==> src/rtl/instr_ctrl_if.sv <==
// rtl/instr_ctrl_if.sv - instruction memory and execution-unit bus bundle for instr_ctrl
interface instr_ctrl_if #(
  parameter int AW = 8
);
  logic          imem_req;
  logic [AW-1:0] imem_addr;
  logic [15:0]   imem_data;
  logic          imem_ack;
  logic [31:0]   ir;
  logic [1:0]    sel_eu;
  logic          cs;
  logic          ready1;

  modport master (
    output imem_req, imem_addr, ir, sel_eu, cs,
    input  imem_data, imem_ack, ready1
  );

  modport slave (
    input  imem_req, imem_addr, ir, sel_eu, cs,
    output imem_data, imem_ack, ready1
  );
endinterface

==> src/rtl/instr_ctrl.sv <==
// rtl/instr_ctrl.sv - instruction fetch/decode controller feeding the execution unit
// Optional single-step mode (step port, PAUSE state) is enabled by defining SINGLE_STEP_EN.
module instr_ctrl #(
  parameter int            AW       = 8,
  parameter logic [AW-1:0] RESET_PC = '0,
  parameter int            WAIT_TMO = 15
) (
  input  logic          clk,
  input  logic          rst_n,
  input  logic          start,
`ifdef SINGLE_STEP_EN
  input  logic          step,
`endif
  instr_ctrl_if.master  bus,
  output logic [AW-1:0] pc,
  output logic          busy,
  output logic          halted,
  output logic [1:0]    fault
);

  localparam int CW = $clog2(WAIT_TMO + 1);
  localparam logic [CW-1:0] TMO_LAST = CW'(WAIT_TMO - 1);

  localparam logic [3:0] CLS_ARITH_I = 4'h0;
  localparam logic [3:0] CLS_ARITH   = 4'h1;
  localparam logic [3:0] CLS_JMP     = 4'h2;
  localparam logic [3:0] CLS_NOP     = 4'hE;
  localparam logic [3:0] CLS_HALT    = 4'hF;

  localparam logic [1:0] FAULT_NONE    = 2'b00;
  localparam logic [1:0] FAULT_ILLEGAL = 2'b01;
  localparam logic [1:0] FAULT_TMO     = 2'b10;

  typedef enum logic [3:0] {
    S_IDLE,
    S_FETCH_HI,
    S_GAP,
    S_FETCH_LO,
    S_DECODE,
    S_ISSUE,
    S_WAIT_BUSY,
    S_WAIT_DONE,
`ifdef SINGLE_STEP_EN
    S_PAUSE,
`endif
    S_HALT
  } state_t;

  // Where a finished instruction hands control: straight to the next fetch, or a pause.
`ifdef SINGLE_STEP_EN
  localparam state_t S_NEXT = S_PAUSE;
`else
  localparam state_t S_NEXT = S_FETCH_HI;
`endif

  state_t        state, state_d;
  logic [AW-1:0] pc_q, pc_d;
  logic [31:0]   ir_q, ir_d;
  logic [1:0]    sel_q, sel_d;
  logic          cs_q, cs_d;
  logic [1:0]    fault_q, fault_d;
  logic [CW-1:0] cnt_q, cnt_d;
  logic          imem_req_c;
  logic [AW-1:0] imem_addr_c;
`ifdef SINGLE_STEP_EN
  logic          step_q;
`endif

  always_ff @(posedge clk or negedge rst_n) begin
    if (!rst_n) begin
      state   <= S_IDLE;
      pc_q    <= RESET_PC;
      ir_q    <= '0;
      sel_q   <= 2'b00;
      cs_q    <= 1'b0;
      fault_q <= FAULT_NONE;
      cnt_q   <= '0;
    end else begin
      state   <= state_d;
      pc_q    <= pc_d;
      ir_q    <= ir_d;
      sel_q   <= sel_d;
      cs_q    <= cs_d;
      fault_q <= fault_d;
      cnt_q   <= cnt_d;
    end
  end

`ifdef SINGLE_STEP_EN
  always_ff @(posedge clk or negedge rst_n) begin
    if (!rst_n) begin
      step_q <= 1'b0;
    end else begin
      step_q <= step;
    end
  end
`endif

  always_comb begin
    state_d     = state;
    pc_d        = pc_q;
    ir_d        = ir_q;
    sel_d       = sel_q;
    cs_d        = 1'b0;
    fault_d     = fault_q;
    cnt_d       = cnt_q;
    imem_req_c  = 1'b0;
    imem_addr_c = '0;

    case (state)
      S_IDLE: begin
        if (start) state_d = S_FETCH_HI;
      end

      S_FETCH_HI: begin
        imem_req_c  = 1'b1;
        imem_addr_c = pc_q;
        if (bus.imem_ack) begin
          ir_d[31:16] = bus.imem_data;
          state_d     = S_GAP;
        end
      end

      // Request is deliberately low for one cycle between the two words.
      S_GAP: begin
        state_d = S_FETCH_LO;
      end

      S_FETCH_LO: begin
        imem_req_c  = 1'b1;
        imem_addr_c = pc_q + AW'(1);
        if (bus.imem_ack) begin
          ir_d[15:0] = bus.imem_data;
          pc_d       = pc_q + AW'(2);
          state_d    = S_DECODE;
        end
      end

      S_DECODE: begin
        case (ir_q[31:28])
          CLS_ARITH_I: begin
            sel_d   = 2'b00;
            state_d = S_ISSUE;
          end
          CLS_ARITH: begin
            sel_d   = 2'b01;
            state_d = S_ISSUE;
          end
          CLS_JMP: begin
            pc_d    = ir_q[AW-1:0];
            state_d = S_NEXT;
          end
          CLS_NOP:  state_d = S_NEXT;
          CLS_HALT: state_d = S_HALT;
          default: begin
            fault_d = FAULT_ILLEGAL;
            state_d = S_HALT;
          end
        endcase
      end

      S_ISSUE: begin
        if (bus.ready1) begin
          cs_d    = 1'b1;
          cnt_d   = '0;
          state_d = S_WAIT_BUSY;
        end
      end

      // An EU that never acknowledges cs by dropping ready1 is treated as dead.
      S_WAIT_BUSY: begin
        if (!bus.ready1) begin
          state_d = S_WAIT_DONE;
        end else if (cnt_q == TMO_LAST) begin
          fault_d = FAULT_TMO;
          state_d = S_HALT;
        end else begin
          cnt_d = cnt_q + CW'(1);
        end
      end

      S_WAIT_DONE: begin
        if (bus.ready1) state_d = S_NEXT;
      end

`ifdef SINGLE_STEP_EN
      S_PAUSE: begin
        if (step && !step_q) state_d = S_FETCH_HI;
      end
`endif

      S_HALT: begin
        state_d = S_HALT;
      end

      default: begin
        state_d = S_IDLE;
      end
    endcase
  end

  assign bus.imem_req  = imem_req_c;
  assign bus.imem_addr = imem_addr_c;
  assign bus.ir        = ir_q;
  assign bus.sel_eu    = sel_q;
  assign bus.cs        = cs_q;
  assign pc            = pc_q;
  assign fault         = fault_q;
  assign halted        = (state == S_HALT);
  assign busy          = (state != S_IDLE) && (state != S_HALT);

endmodule

==> src/flat_wrapper.sv <==
// flat-port wrapper written by rule: the top's interface ports become plain ports
module instr_ctrl_flat 
#(
  parameter int            AW       = 8,
  parameter logic [AW-1:0] RESET_PC = '0,
  parameter int            WAIT_TMO = 15
)
  (clk, rst_n, start, pc, busy, halted, fault, bus_imem_req, bus_imem_addr, bus_ir, bus_sel_eu, bus_cs, bus_imem_data, bus_imem_ack, bus_ready1);
  instr_ctrl_if #(.AW(AW)) bus_i ();
  input  logic clk;
  input  logic rst_n;
  input  logic start;
  output logic [AW-1:0] pc;
  output logic busy;
  output logic halted;
  output logic [1:0] fault;
  output wire logic [$bits(bus_i.imem_req)-1:0] bus_imem_req;
  output wire logic [$bits(bus_i.imem_addr)-1:0] bus_imem_addr;
  output wire logic [$bits(bus_i.ir)-1:0] bus_ir;
  output wire logic [$bits(bus_i.sel_eu)-1:0] bus_sel_eu;
  output wire logic [$bits(bus_i.cs)-1:0] bus_cs;
  input wire logic [$bits(bus_i.imem_data)-1:0] bus_imem_data;
  input wire logic [$bits(bus_i.imem_ack)-1:0] bus_imem_ack;
  input wire logic [$bits(bus_i.ready1)-1:0] bus_ready1;
  assign bus_imem_req = bus_i.imem_req;
  assign bus_imem_addr = bus_i.imem_addr;
  assign bus_ir = bus_i.ir;
  assign bus_sel_eu = bus_i.sel_eu;
  assign bus_cs = bus_i.cs;
  assign bus_i.imem_data = bus_imem_data;
  assign bus_i.imem_ack = bus_imem_ack;
  assign bus_i.ready1 = bus_ready1;
  instr_ctrl #(.AW(AW), .RESET_PC(RESET_PC), .WAIT_TMO(WAIT_TMO)) u_core (.clk(clk), .rst_n(rst_n), .start(start), .bus(bus_i), .pc(pc), .busy(busy), .halted(halted), .fault(fault));
endmodule
==> config.mk <==
export PLATFORM = sky130hd
export DESIGN_NAME = instr_ctrl_flat
export DESIGN_NICKNAME = d
export VERILOG_FILES = /design/src/rtl/instr_ctrl_if.sv /design/src/rtl/instr_ctrl.sv /design/src/flat_wrapper.sv
export SDC_FILE = /design/constraint.sdc
export NUM_CORES = 1
export LEC_CHECK = 0
export ABC_AREA = 1
export CAP_MARGIN = 5
export CORE_UTILIZATION = 48
export CTS_CLUSTER_DIAMETER = 60
export DETAILED_ROUTE_END_ITERATION = 6
export PLACE_DENSITY = 0.84
export SLEW_MARGIN = 20
export SYNTH_ARGS = -nofsm -noshare
export SYNTH_HDL_FRONTEND = slang
export SYNTH_SLANG_ARGS = --single-unit
==> constraint.sdc <==
create_clock -name clk -period 1.6 [get_ports clk]
set_input_delay 0.32 -clock clk [delete_from_list [all_inputs] [get_ports clk]]
set_output_delay 0.32 -clock clk [all_outputs]
set_load 0.01 [all_outputs]
==> results.cfg <==
[timing]
finalMaxSlewViolations = 0
final_hold_viol_count = 0
fin_crit_ps = 1930
worst_slack_ps = -326
fin_crit_sh_pct = 120
finClkSkew_ps = 13.9
finalSetupTns_ps = -3060
rsz0062_at_grt = true
max_freq_ghz = 0.519
setup_violations = 23

[grt]
grt_pass1_wl_mm = 12.8
gr-usage-all-layers_pct = 26.5
grt_pass1_vias = 2783
grt_overflow = 0
grt_max_degree = 53
antenna_found_initial = 0

[die]
io-pin-count = 77
die_height_um = 77.9
core_area_um2 = 5540
rows = 27
dieArea_um2 = 6070
die_w_um = 77.9
initial_core_util_pct = 50.0

[cells_and_area]
area_growth_pct = 62.5
fin_cells = 576
diodes = 0
drive_gt1_share_pct = 34.3
design_area_um2 = 4500
final_core_util_pct = 81.2
finalNetCount = 528

[synth]
synth_simple_gate_area_share_pct = 28.9
synth-compound-area-share_pct = 11.4
syn_inst = 356
synth_common_cells = nand2_1, dfrtp_1, inv_1
synth_top_family_by_area = simple AND/OR/NAND/NOR gates
ys.flop_type = dfrtp_1
avgSynthCellArea_um2 = 7.77
synth-xor-area-share_pct = 0.949
synthArstFlopShare_pct = 100
synth_top_area_share_pct = 47.0
synth.most_common_cell = nand2_1
synth_edf_count = 0
synth_fa_ha_area_share_pct = 1.81
yosysUniqueCellTypes = 25
ys_seq_area_share_pct = 47.0
synth_fp_nets = 381
ys_ff_latch = 52
synth_mux_area_share_pct = 0
synth_area_um2 = 2770
yosys_warnings = 0
synth_top_area_cell = dfrtp_1
synthTopCellsByArea = dfrtp_1, nand2_1, inv_1

[hold_path]
hp-class = reg2reg
min_from = u_core.fault[1]

[route]
dr.pass1.iters = 5
wl_per_cell_um = 16.4
vias = 3103
post-route-drc-count = 0
routed_wl_mm = 9.45
final_antenna_net_count = 0
drt_iter0_drc = 224
vias_per_cell = 5.39

[clock_network]
clock_path_buffers = 2
clk_pin_slew_ps = 110
cts_tree = built
clk_latency_ps = 320
htree_num_levels = 2
cts_made_buffers = 5
clock_sinks = 52
root_buffer = clkbuf_8

[place]
place_area_um2 = 3840
place_inst = 533
dpl_worst_slack_ps = -379
hpwl_mm = 5.05
io_buffer_count = 75
routabilityCongestion = 0.877

[status]
violations = setup timing
status = finished, violations left

[pwr]
p_per_area_nw_per_um2 = 1890
leakage_nw = 2.36
ir_drop_uv = 1060

[worst_setup_path]
rrSetupSlack_ps = -130
worst-path-max-fanout = 3
path_class = reg2out
startpoint = u_core.pc[2]
startpoint_type = flip-flop
cp.required_ps = 1280
end_kind = output port
worstPathArrival_ps = 1610
worstReg2RegStart = u_core.state[0]

[flow_run]
cap_viol_max_count = 0
==> registers in the layout, indices dropped and copies added (netlist names) <==
register	flops
u_core.bus.cs	1
u_core.fault	2
u_core.bus.ir	32
u_core.pc	8
u_core.state	4
u_core.bus.sel_eu	1
u_core.cnt_q	4
==> layer usage <==
metal / up-vias / global-route usage, % / routed length, µm
met3: 46 / 7.06 / 753
met4: 0 / 8.89 / 334
met1: 1467 / 33.9 / 3710
met2: 181 / 43.5 / 4650
li1: 1409 / - / -
met5: - / 0 / 0
==> cell usage in the layout, fill, tap and decap left out, types with 4 or more instances in the layout <==
cell             instances
inv_1                   40
clkbuf_8                 5
a21oi_1                  4
dlygate4sd2_1            9
o21ai_0                  9
nand3_2                  9
nand2_4                  9
nor2_4                  11
dlymetal6s2s_1           7
nand3_1                 21
o21ai_1                 32
buf_2                   10
nor2_2                   4
o21ai_2                 11
dfrtp_1                 47
buf_4                   56
nor2_1                  15
nand2_2                 15
nand2_1                 91
buf_6                   19
clkdlybuf4s50_1         47
dfrtp_2                  5
==> what timing repair did <==
action / in CTS / in global routing
pin swaps: 9 / 23
hold buffers: 1 / 0
endpoints found under the setup margin: 29 / 38
buffers inserted: 23 / 17
hold endpoints to repair: 12 / 0
gates resized for setup: 82 / 81
==> power by group <==
| part | internal, mW | switching (mW) |
|---|---|---|
| Combinational | 2.60 | 2.67 |
| Clock | 0.464 | 0.468 |
| Sequential | 1.86 | 0.461 |
==> per-stage QoR <==
step | power, mW | hold slack, ps
final | 8.52 | 486
after global routing | 8.98 | 504
after CTS | 7.53 | 482
after detailed placement | 6.31 | 336
after global placement | 6.18 | 330
after floorplan | 4.20 | 24.4
==> final cells by class <==
type | instances | area, µm²
Sequential cell | 52 | 1310
Clock buffer | 5 | 68.8
Fill cell | 316 | 1040
Inverter | 46 | 180
Clock inverter | 3 | 42.5
Tap cell | 72 | 90.1
Multi-Input combinational cell | 247 | 1440
Timing Repair Buffer | 151 | 1370
==> worst max-delay path, stage by stage (launching register included) <==
cell and delay (ps):
dfrtp_1 430, ha_4 190, nand3_2 110, o21ai_2 200, nand2_1 80, nand2_1 70, o21ai_1 70, buf_2 140
==> cell families (layout without fill, tap and decap cells) <==
logic type / Yosys count / in the layout
flip-flops: 52 / 52
adder cells (fa/ha/maj): 4 / 4
AND/OR/NAND/NOR: 181 / 181
AO/OA/AOI/OAI: 58 / 58
XOR/XNOR: 3 / 3
buffers and inverters: 57 / 205
other: 1 / 1
==> final timing paths <==
kind / endpoint / cells after the start
min in group asynchronous: u_core.fault[1] / 3
max in group asynchronous: u_core.state[1] / 3
worst min register to register: u_core.fault[1] / 2
worst max-delay path: bus_imem_addr[7] / 7
worst min-delay path: u_core.fault[1] / 2
worst max register to register: u_core.state[2] / 12
Power figures use the tool's default switching activity.
